==> src/rtl/ps2_host_tx.sv <==
// Host-to-device PS/2 byte transmitter driving open-drain clk/data through pull-low enables.
// Latency: INHIBIT_CYCLES of clock inhibit, then 11 device clocks, then done/err once the bus is idle.
// Backpressure: a tx_start that arrives while busy is dropped; the caller waits for busy to fall.
module ps2_host_tx #(
    parameter int INHIBIT_CYCLES = 5000,
    parameter int TIMEOUT_CYCLES = 750000
) (
    input  logic       clk,
    input  logic       clrn,
    input  logic       ps2_clk_in,
    input  logic       ps2_dat_in,
    output logic       ps2_clk_oe,
    output logic       ps2_dat_oe,
    input  logic [7:0] tx_data,
    input  logic       tx_start,
    output logic       busy,
    output logic       done,
    output logic       err
);

    localparam int CNT_MAX = (TIMEOUT_CYCLES > INHIBIT_CYCLES) ? TIMEOUT_CYCLES : INHIBIT_CYCLES;
    localparam int CW      = $clog2(CNT_MAX + 1);
    // The RTS cycle is the last of the inhibit window, so INHIBIT itself lasts one cycle less.
    localparam logic [CW-1:0] INH_LAST = CW'(INHIBIT_CYCLES - 2);
    localparam logic [CW-1:0] TO_LAST  = CW'(TIMEOUT_CYCLES - 1);

    typedef enum logic [2:0] {IDLE, INHIBIT, RTS, BITS, ACK, WAIT_IDLE} state_t;

    state_t        state, state_nxt;
    logic [CW-1:0] cnt, cnt_nxt;
    logic [3:0]    idx, idx_nxt;
    logic [10:0]   frame, frame_nxt;
    logic          ack_ok, ack_nxt;
    logic          clk_oe_nxt, dat_oe_nxt, busy_nxt, done_nxt, err_nxt;

    logic clk_s1, clk_s2, clk_d, dat_s1, dat_s2, fall;

    always_ff @(posedge clk or negedge clrn) begin
        if (!clrn) begin
            clk_s1 <= 1'b1;
            clk_s2 <= 1'b1;
            clk_d  <= 1'b1;
            dat_s1 <= 1'b1;
            dat_s2 <= 1'b1;
            fall   <= 1'b0;
        end else begin
            clk_s1 <= ps2_clk_in;
            clk_s2 <= clk_s1;
            clk_d  <= clk_s2;
            fall   <= clk_d & ~clk_s2;
            dat_s1 <= ps2_dat_in;
            dat_s2 <= dat_s1;
        end
    end

    always_ff @(posedge clk or negedge clrn) begin
        if (!clrn) begin
            state      <= IDLE;
            cnt        <= '0;
            idx        <= '0;
            frame      <= '0;
            ack_ok     <= 1'b0;
            ps2_clk_oe <= 1'b0;
            ps2_dat_oe <= 1'b0;
            busy       <= 1'b0;
            done       <= 1'b0;
            err        <= 1'b0;
        end else begin
            state      <= state_nxt;
            cnt        <= cnt_nxt;
            idx        <= idx_nxt;
            frame      <= frame_nxt;
            ack_ok     <= ack_nxt;
            ps2_clk_oe <= clk_oe_nxt;
            ps2_dat_oe <= dat_oe_nxt;
            busy       <= busy_nxt;
            done       <= done_nxt;
            err        <= err_nxt;
        end
    end

    always_comb begin
        state_nxt  = state;
        cnt_nxt    = cnt;
        idx_nxt    = idx;
        frame_nxt  = frame;
        ack_nxt    = ack_ok;
        clk_oe_nxt = ps2_clk_oe;
        dat_oe_nxt = ps2_dat_oe;
        busy_nxt   = busy;
        done_nxt   = 1'b0;
        err_nxt    = 1'b0;
        case (state)
            IDLE: begin
                clk_oe_nxt = 1'b0;
                dat_oe_nxt = 1'b0;
                busy_nxt   = 1'b0;
                if (tx_start) begin
                    frame_nxt  = {1'b1, ~^tx_data, tx_data, 1'b0};
                    cnt_nxt    = '0;
                    clk_oe_nxt = 1'b1;
                    busy_nxt   = 1'b1;
                    state_nxt  = INHIBIT;
                end
            end
            INHIBIT: begin
                cnt_nxt = cnt + 1'b1;
                if (cnt == INH_LAST) begin
                    dat_oe_nxt = 1'b1;
                    state_nxt  = RTS;
                end
            end
            RTS: begin
                clk_oe_nxt = 1'b0;
                dat_oe_nxt = 1'b1;
                idx_nxt    = '0;
                cnt_nxt    = '0;
                state_nxt  = BITS;
            end
            BITS, ACK, WAIT_IDLE: begin
                cnt_nxt = fall ? '0 : cnt + 1'b1;
                if (cnt == TO_LAST) begin
                    // Timeout wins over any edge arriving in the same cycle.
                    clk_oe_nxt = 1'b0;
                    dat_oe_nxt = 1'b0;
                    busy_nxt   = 1'b0;
                    err_nxt    = 1'b1;
                    state_nxt  = IDLE;
                end else if (state == BITS) begin
                    if (fall) begin
                        idx_nxt    = idx + 4'd1;
                        dat_oe_nxt = ~frame[idx_nxt];
                        if (idx_nxt == 4'd10) state_nxt = ACK;
                    end
                end else if (state == ACK) begin
                    if (fall) begin
                        ack_nxt   = ~dat_s2;
                        state_nxt = WAIT_IDLE;
                    end
                end else if (clk_s2 && dat_s2) begin
                    done_nxt  = ack_ok;
                    err_nxt   = ~ack_ok;
                    busy_nxt  = 1'b0;
                    state_nxt = IDLE;
                end
            end
            default: state_nxt = IDLE;
        endcase
    end

endmodule
==> config.mk <==
export PLATFORM = sky130hd
export DESIGN_NAME = ps2_host_tx
export DESIGN_NICKNAME = d
export VERILOG_FILES = /design/src/rtl/ps2_host_tx.sv
export SDC_FILE = /design/constraint.sdc
export NUM_CORES = 1
export LEC_CHECK = 0
export BUFFER_PORTS_ARGS = -buffer_cell sky130_fd_sc_hd__buf_2
export CORE_ASPECT_RATIO = 1.5
export CORE_MARGIN = 5
export CORE_UTILIZATION = 53
export CTS_BUF_LIST = sky130_fd_sc_hd__clkbuf_4 sky130_fd_sc_hd__clkbuf_8 sky130_fd_sc_hd__clkbuf_16
export CTS_CLUSTER_SIZE = 16
export DETAILED_ROUTE_END_ITERATION = 7
export PLACE_DENSITY = 0.76
export SYNTH_ARGS = -nofsm -noshare
export SYNTH_HDL_FRONTEND = slang
export SYNTH_SLANG_ARGS = --single-unit
==> constraint.sdc <==
create_clock -name clk -period 2.8 [get_ports clk]
set_input_delay 0.42 -clock clk [delete_from_list [all_inputs] [get_ports clk]]
set_output_delay 0.42 -clock clk [all_outputs]
set_load 0.1 [all_outputs]
# Yosys cells after proc, flatten, opt, wreduce, memory -nomap -nowiden
# Index checks and enable logic that the tools add are counted.
# totals
ff_bits	49
in_bits	13
output_inout_bits	5
# op_classes
addsub	2
order_cmp	1
eq_ne	23
mux	42
bitwise	7
n_reduce_logical	16
# op_table
cell	count
20-bit case mux with 4 select lines	1
20-bit 2-to-1 mux	2
3-bit 2-to-1 mux	9
1-bit 2-to-1 mux	21
20-bit by 1-bit adder with 20-bit output (second input constant)	1
20-bit by 13-bit == test with 1-bit output (second input constant)	1
20-bit == test (second input constant)	1
3-bit inequality test (second input constant)	5
4-bit 2-to-1 mux	3
2-bit inequality test (second input constant)	6
4-bit inequality test (second input constant)	3
3-bit case mux with 4 select lines	1
4-bit AND reduction	3
4-bit case mux with 2 select lines	1
8-bit XNOR reduction	1
3-bit by 2-bit == test with 1-bit output (second input constant)	2
3-bit == test (second input constant)	2
1-bit NOT	6
2-bit AND reduction	3
6-bit AND reduction	1
4-bit by 5-bit < comparator with 1-bit output (second input constant)	1
5-bit inequality test (second input constant)	1
5-bit AND reduction	1
4-bit by 1-bit adder with 4-bit output (second input constant)	1
13 further kinds	14

# Logic depth before layout (Yosys ltp)
# Gate-level depths: netlist (run 1).
# logic_depth
depth_word	8
ltp_mapped	8
ltp_nobuf	8

# Worst setup path before layout (run 1)
# OpenSTA, ideal clock, no wires.
# synth_timing
path_type	reg-to-reg
startpoint	register cnt[1]
endpoint	register idx[2]
setup_ps	121
t_arrival_ps	1935
required_ps	2679
slack_ps	744
path_stages_with_launch	9
path_buffers	1
period_less_slack_ps	2056
cell_sequence	dfrtp_1 > ha_1 > and3_1 > nand4b_1 > or3_1 > buf_2 > nand3_1 > mux2_2 > a22o_1
# synth_via
elab_chain_len	3
# synth_lines
item	line_no	rtl
start, declared	30	logic [CW-1:0] cnt, cnt_nxt;
start signal, assigned	70	cnt <= cnt_nxt;
20-bit == test	122	if (cnt == TO_LAST) begin
2-bit inequality test (no source line)	n/a	
4-bit AND reduction (no source line)	n/a	
end signal, assigned	71	idx <= idx_nxt;
end, declared	31	logic [3:0] idx, idx_nxt;
# Every way passes these cells.
# A chain may end at the register's enable or synchronous reset.

# Worst setup path after layout (run 1)
# layout_timing
startpoint	register cnt[1]
endpoint	register busy
# layout_via
elab_chain_len	3
elab_cells_between_ends	7
# layout_lines
item	line_no	rtl
20-bit == test *	122	
3-bit inequality test (no source line) / 1-bit 2-to-1 mux (equally long branches)	n/a	
4-bit AND reduction (no source line) / 1-bit case mux with 2 select lines (equally long branches)	n/a	
end signal, assigned	76	busy <= busy_nxt;
end, declared	16	output logic busy,
# Mark *: on every way between the ends. The rest lies on a longest branch, timed or not.

==> results of run 1 <==
==> critical path: cells and delay by family, from the launching register on <==
kind                     cells  cell delay [ns]
AO/OA/AOI/OAI                1             0.23
adder cells (fa/ha/maj)      1             0.23
flip-flops                   1             0.41
AND/OR/NAND/NOR              4             1.21
==> metrics by stage <==
step,utilization,instances,hold slack (ns),total power [W]
CTS,0.592,346,0.198,0.00127
detailed placement,0.572,338,0.349,0.000832
finish,0.592,346,0.210,0.00125
global placement,0.572,338,0.347,0.000829
global route,0.592,346,0.196,0.00130
floorplan,-,262,0.124,0.000794
==> cell type report <==
class	instances	area share
inverters	10	0.0132
clock inverters	3	0.00880
flip-flops and latches	49	0.433
well taps	66	0.0290
multi-input cells	191	0.449
repair buffers	22	0.0431
clock buffers	5	0.0242
==> worst max path at each step <==
stage                  startpoint                 end  slack [ns]  cells past startpoint
3_3_place_gp   cnt[1]$_DFFE_PN0P_  idx[2]$_DFFE_PN0P_        0.69                      7
4_1_cts        cnt[1]$_DFFE_PN0P_  idx[2]$_DFFE_PN0P_        0.62                      7
5_1_grt        cnt[1]$_DFFE_PN0P_  idx[2]$_DFFE_PN0P_        0.48                      7
2_1_floorplan  cnt[1]$_DFFE_PN0P_  idx[2]$_DFFE_PN0P_        0.74                      8
6_report       cnt[1]$_DFFE_PN0P_    busy$_DFFE_PN0P_        0.60                      6
3_5_place_dp   cnt[1]$_DFFE_PN0P_  idx[2]$_DFFE_PN0P_        0.64                      7
==> sequential cells by signal (all words and copies together), names as in the netlist <==
signal / count
ack_ok: 1
busy: 1
clk_d: 1
clk_s1: 1
clk_s2: 1
cnt: 20
dat_s1: 1
dat_s2: 1
done: 1
err: 1
fall: 1
frame: 10
idx: 4
ps2_clk_oe: 1
ps2_dat_oe: 1
state: 3
==> cell families (layout without fill, tap and decap cells) <==
| group | count (synthesis) | count (layout) | synth area share |
|---|---|---|---|
| multiplexers | 17 | 17 | 0.0761 |
| buffers and inverters | 22 | 40 | 0.0342 |
| adder cells (fa/ha/maj) | 4 | 4 | 0.0193 |
| XOR/XNOR | 23 | 23 | 0.0776 |
| AND/OR/NAND/NOR | 106 | 106 | 0.213 |
| AO/OA/AOI/OAI | 41 | 41 | 0.105 |
| flip-flops | 49 | 49 | 0.474 |
==> cell usage in the layout, fill, tap and decap left out, drive strengths merged, types with 3 or more instances in the layout <==
cell type and instances:
nor2b 3, dfrtp 44, nor4 3, nand2b 3, inv 11, mux2i 4
dfstp 5, a21oi 9, nand3 9, ha 4, o21ai 13, a22o 4
nand4 6, nor2 32, clkbuf 5, xor2 9, nand2 22, or3 3
and2 3, buf 22, mux2 12, nor3 5, and4 3, o32ai 3
xnor2 14, and3 3
==> power by group through the flow <==
stage	clock network, W	registers (W)	logic, W
final	0.000431	0.000735	0.0000815
after global routing	0.000472	0.000738	0.0000915
after CTS	0.000450	0.000735	0.0000838
after detailed placement	0	0.000749	0.0000836
after global placement	0	0.000748	0.0000813
after floorplan	0	0.000757	0.0000372
==> routing by layer <==
layer	track usage	wire length [um]	vias up
met5	0	0	-
met3	0.0315	112	6
li1	-	-	953
met4	0.0745	66	0
met1	0.200	2160	949
met2	0.339	2840	29
==> impl_metrics.tcl, run 1 <==
set metrics [dict create \
    max_cap_violations 0 \
    clockBufferDepth 2 \
    drtIter0Drc 135 \
    design.die.area_mm2 0.00643 \
    htreeDepth 2 \
    portBuffers 17 \
    post_cts_buffers 0 \
    ios 18 \
    wirelength_um 5170 \
    whs_endpoint "clk_s1$_DFF_PN1_" \
    n_antenna_cell 0 \
    fin_ws_ns 0.600 \
    tns_ns 0 \
    synthesis.nets 279 \
    power_frac_comb 0.065 \
    ys_ff_latch 49 \
    core_area_mm2 0.00481 \
    multi_input_area_mm2 0.00128 \
    switching_share 0.246 \
    synth.most_common_cell "dfrtp_1" \
    crit_type "flip-flop to flip-flop" \
    postCtsHoldBufs 0 \
    critPathMaxFanout 7 \
    ir_drop_uv 345 \
    initial_core_util 0.540 \
    tightest_slew_ns 0.998 \
    worstPathArrival_ns 2.39 \
    power_frac_clock 0.346 \
    reg2reg_slack_ns 0.60 \
    cts.sinks 49 \
    cts_tree "yes" \
    grt_pass1_wl_um 8940 \
    fill_cells 420 \
    p_seq_frac 0.589 \
    rsz0062_at_grt "no" \
    rows 31 \
    async_reset_ff_frac 1.00 \
    wire_per_inst_um 15.0 \
    outcome "finished, final reports clean" \
    avgSynthCellArea_um2 9.91 \
    maxSlewViolCount 0 \
    fin_area_mm2 0.00285 \
    hold_viol_final 0 \
    hpwl_um 3770 \
    reg2regPathDepth 6 \
    cts_resized 0 \
    synth.area.top_cells "dfrtp_1, mux2_2, dfstp_2" \
    relSlewSlack 0.335 \
    grt_pass1_vias 1987 \
    fin_nets 296 \
    seq_area_frac_synth 0.474 \
    yosysTopAreaCellShare 0.424 \
    drive_gt1_frac 0.186 \
    netlist_area_mm2 0.00260 \
    seqCellArea_mm2 0.00123 \
    hold_depth 1 \
    crit_path_end_kind "flip-flop" \
    start_kind "flip-flop" \
    layout_min_cycle_time_ns 2.20 \
    power_density_mw_per_mm2 438 \
    viasPerCell 5.60 \
    fp.dieH_um 95.7 \
    drt_first_pass_iters 4 \
    synth_edf_count 0 \
    grtUsageTotal 0.182 \
    synth_cell_types 51 \
    switchingPower_w 0.000307 \
    die_x_um 67.2 \
    antenna_found_initial 0 \
    min_from "ps2_clk_in" \
    clkLatencyLatePin_ns 0.31 \
    cts_root_buf "clkbuf_8" \
    hold_class "input pin to flip-flop" \
    yosys-top-cells-count "dfrtp_1, nor2_1, nand2_1" \
    skew_ns 0.0128 \
    clock.fmax_ghz 0.454 \
    path_cells "ha_1, and3_1, nand4b_1, or3_1, or3_1, a31o_1" \
    dp_slack_ns 0.642 \
    cpMostUsedCell "or3_1" \
    ys.flop_type "dfrtp_1" \
    synth_area_leader_cell "dfrtp_1" \
    overflow 0 \
    routabilityCongestion 0.873 \
    timing.rr.end "busy$_DFFE_PN0P_" \
    post-route-period-util 0.786 \
    syn2layout_area_growth_pct 9.54 \
    drtAntennaViolNets 0 \
    crit_slowest_cell "or3_1" \
    dr_total_vias 1937 \
    internal_power_w 0.000940 \
    drc 0 \
    leakagePower_nw 1.21 \
    critPathMaxStageDelay_ns 0.49 \
    clk_pin_slew_ns 0.09 \
    synth_cells 262 \
    place_area_mm2 0.00275 \
    setup_viol 0 \
    grt_max_degree 47 \
    synth_warnings 0 \
    r2r-start "cnt[1]$_DFFE_PN0P_" \
    worst_ep_required_time_ns 2.99 \
    cts_inserted_buffers 5 \
]
Note: power is estimated with default switching activity, not from simulation.
==> inputs of run 2 (changes only) <==
--- a/config.mk
+++ b/config.mk
@@ -12,7 +12,7 @@
 export CTS_BUF_LIST = sky130_fd_sc_hd__clkbuf_4 sky130_fd_sc_hd__clkbuf_8 sky130_fd_sc_hd__clkbuf_16
 export CTS_CLUSTER_SIZE = 16
 export DETAILED_ROUTE_END_ITERATION = 7
-export PLACE_DENSITY = 0.76
+export PLACE_DENSITY = 0.79
 export SYNTH_ARGS = -nofsm -noshare
 export SYNTH_HDL_FRONTEND = slang
 export SYNTH_SLANG_ARGS = --single-unit
==> constraint.sdc (replaced) <==
create_clock -name clk -period 1.9 [get_ports clk]
set_input_delay 0.285 -clock clk [delete_from_list [all_inputs] [get_ports clk]]
set_output_delay 0.285 -clock clk [all_outputs]
set_load 0.1 [all_outputs]
==> impl_metrics.tcl, run 2 (synthesis gave the netlist of run 1 again) <==
set metrics [dict create \
    reg2reg_slack_ns -0.16 \
    tns_ns -1.05 \
    r2r-start "cnt[1]$_DFFE_PN0P_" \
    p_total_w 0.00197 \
    hpwl_um 4340 \
    relSlewSlack 0.627 \
    cts_inserted_buffers 5 \
    fin_ws_ns -0.156 \
    max_cap_violations 0 \
    largest-register "cnt" \
    crit_path_end_kind "flip-flop" \
    n_antenna_cell 0 \
    htreeDepth 2 \
    core_area_mm2 0.00481 \
    reg2regPathDepth 6 \
    clk_pin_slew_ns 0.09 \
    layout_min_cycle_time_ns 2.06 \
    skew_ns 0.00834 \
    initial_core_util 0.540 \
    overflow 0 \
    place_area_mm2 0.00305 \
    worst_ep_required_time_ns 2.10 \
    cts_tree "yes" \
    leakagePower_nw 1.53 \
    syn2layout_area_growth_pct 29.2 \
    fin_area_mm2 0.00336 \
    grt_pass1_vias 2242 \
    ir_drop_uv 586 \
    cts_root_buf "clkbuf_8" \
    power_density_mw_per_mm2 587 \
    fp.dieH_um 95.7 \
    wire_per_inst_um 16.3 \
    start_kind "flip-flop" \
    worstPathArrival_ns 2.26 \
    post-route-period-util 1.08 \
    portBuffers 17 \
    die_x_um 67.2 \
    timing.rr.end "busy$_DFFE_PN0P_" \
    grtUsageTotal 0.213 \
    fin_nets 346 \
    tightest_slew_ns 0.559 \
    cts.sinks 49 \
    maxSlewViolCount 0 \
    clkLatencyLatePin_ns 0.31 \
    drtIter0Drc 116 \
    viasPerCell 5.57 \
    hold_viol_final 0 \
    largest_reg_flops 20 \
    top_regs "cnt x20, frame x10, idx x4" \
    outcome "complete, but fails checks" \
    grt_pass1_wl_um 10300 \
    cp-endpoint "busy$_DFFE_PN0P_" \
    final_core_util 0.698 \
    setup_viol 12 \
    antenna_found_initial 0 \
    rsz0062_at_grt "yes" \
    routabilityCongestion 0.842 \
    clockBufferDepth 2 \
    ios 18 \
    drt_first_pass_iters 4 \
    drive_gt1_frac 0.358 \
    crit_type "flip-flop to flip-flop" \
    hold_class "input pin to flip-flop" \
    cp-startpoint "cnt[1]$_DFFE_PN0P_" \
    dr_total_vias 2205 \
    clock.fmax_ghz 0.486 \
    critPathMaxFanout 6 \
    layout_commonest_cell "buf_4" \
    wirelength_um 6450 \
    layout_common_cells "buf_4, dfrtp_1, nor2_1" \
    drtAntennaViolNets 0 \
    drc 0 \
    rows 31 \
    grt_max_degree 28 \
    violations "negative setup slack" \
    design.die.area_mm2 0.00643 \
]
## run 2: where the power goes
group          internal (W)  total, W  switching [W]
combinational     0.0000574  0.000133      0.0000751
clock              0.000395  0.000755       0.000360
sequential          0.00107   0.00108      0.0000120
total               0.00152   0.00197       0.000447
## run 2: timing repair
item                                    in CTS  in global routing
endpoints found under the setup margin       9                 33
pin swaps                                    6                 11
hold buffers                                 1                  0
gates cloned                                 0                  1
resized for setup                            4                 20
buffers inserted                             6                  7
endpoints found under the hold margin       18                  0
## run 2: routing by layer
metal	vias up	routed length [um]	track usage
met2	58	3500	0.383
met3	25	205	0.0315
met1	1063	2410	0.239
met4	0	329	0.105
li1	1059	-	-
met5	-	0	0
## run 2: critical path: stages (launching register included)
cell and delay [ns]:
dfrtp_1 0.36, ha_2 0.19, and3_4 0.19, nand4b_1 0.18, or3_4 0.47, or3_4 0.38, a31o_1 0.18
## run 2: cell type report
type	instances	area, um^2
clock inverters	3	43.8
well taps	66	82.6
clock buffers	5	68.8
repair buffers	72	517
inverters	10	37.5
multi-input cells	191	1380
flip-flops and latches	49	1230
fillers	370	1450
## run 2: metrics by stage
step | hold WS (ns) | instances | worst slack [ns]
2_1_floorplan | -0.0106 | 262 | -0.101
3_3_place_gp | 0.291 | 373 | -0.0617
3_5_place_dp | 0.302 | 373 | -0.107
4_1_cts | 0.0652 | 388 | -0.114
5_1_grt | 0.0618 | 396 | -0.243
6_report | 0.0710 | 396 | -0.156
## run 2: worst min path at each step
stage               start                    to  slack (ns)  cells after the start
5_1_grt        ps2_clk_in      clk_s1$_DFF_PN1_        0.06                      1
3_5_place_dp         clrn  frame[9]$_DFFE_PN0P_        0.30                      1
4_1_cts        ps2_clk_in      clk_s1$_DFF_PN1_        0.07                      1
6_report       ps2_clk_in      clk_s1$_DFF_PN1_        0.07                      1
2_1_floorplan        clrn    ack_ok$_DFFE_PN0P_       -0.01                      0
3_3_place_gp         clrn  frame[8]$_DFFE_PN0P_        0.29                      1
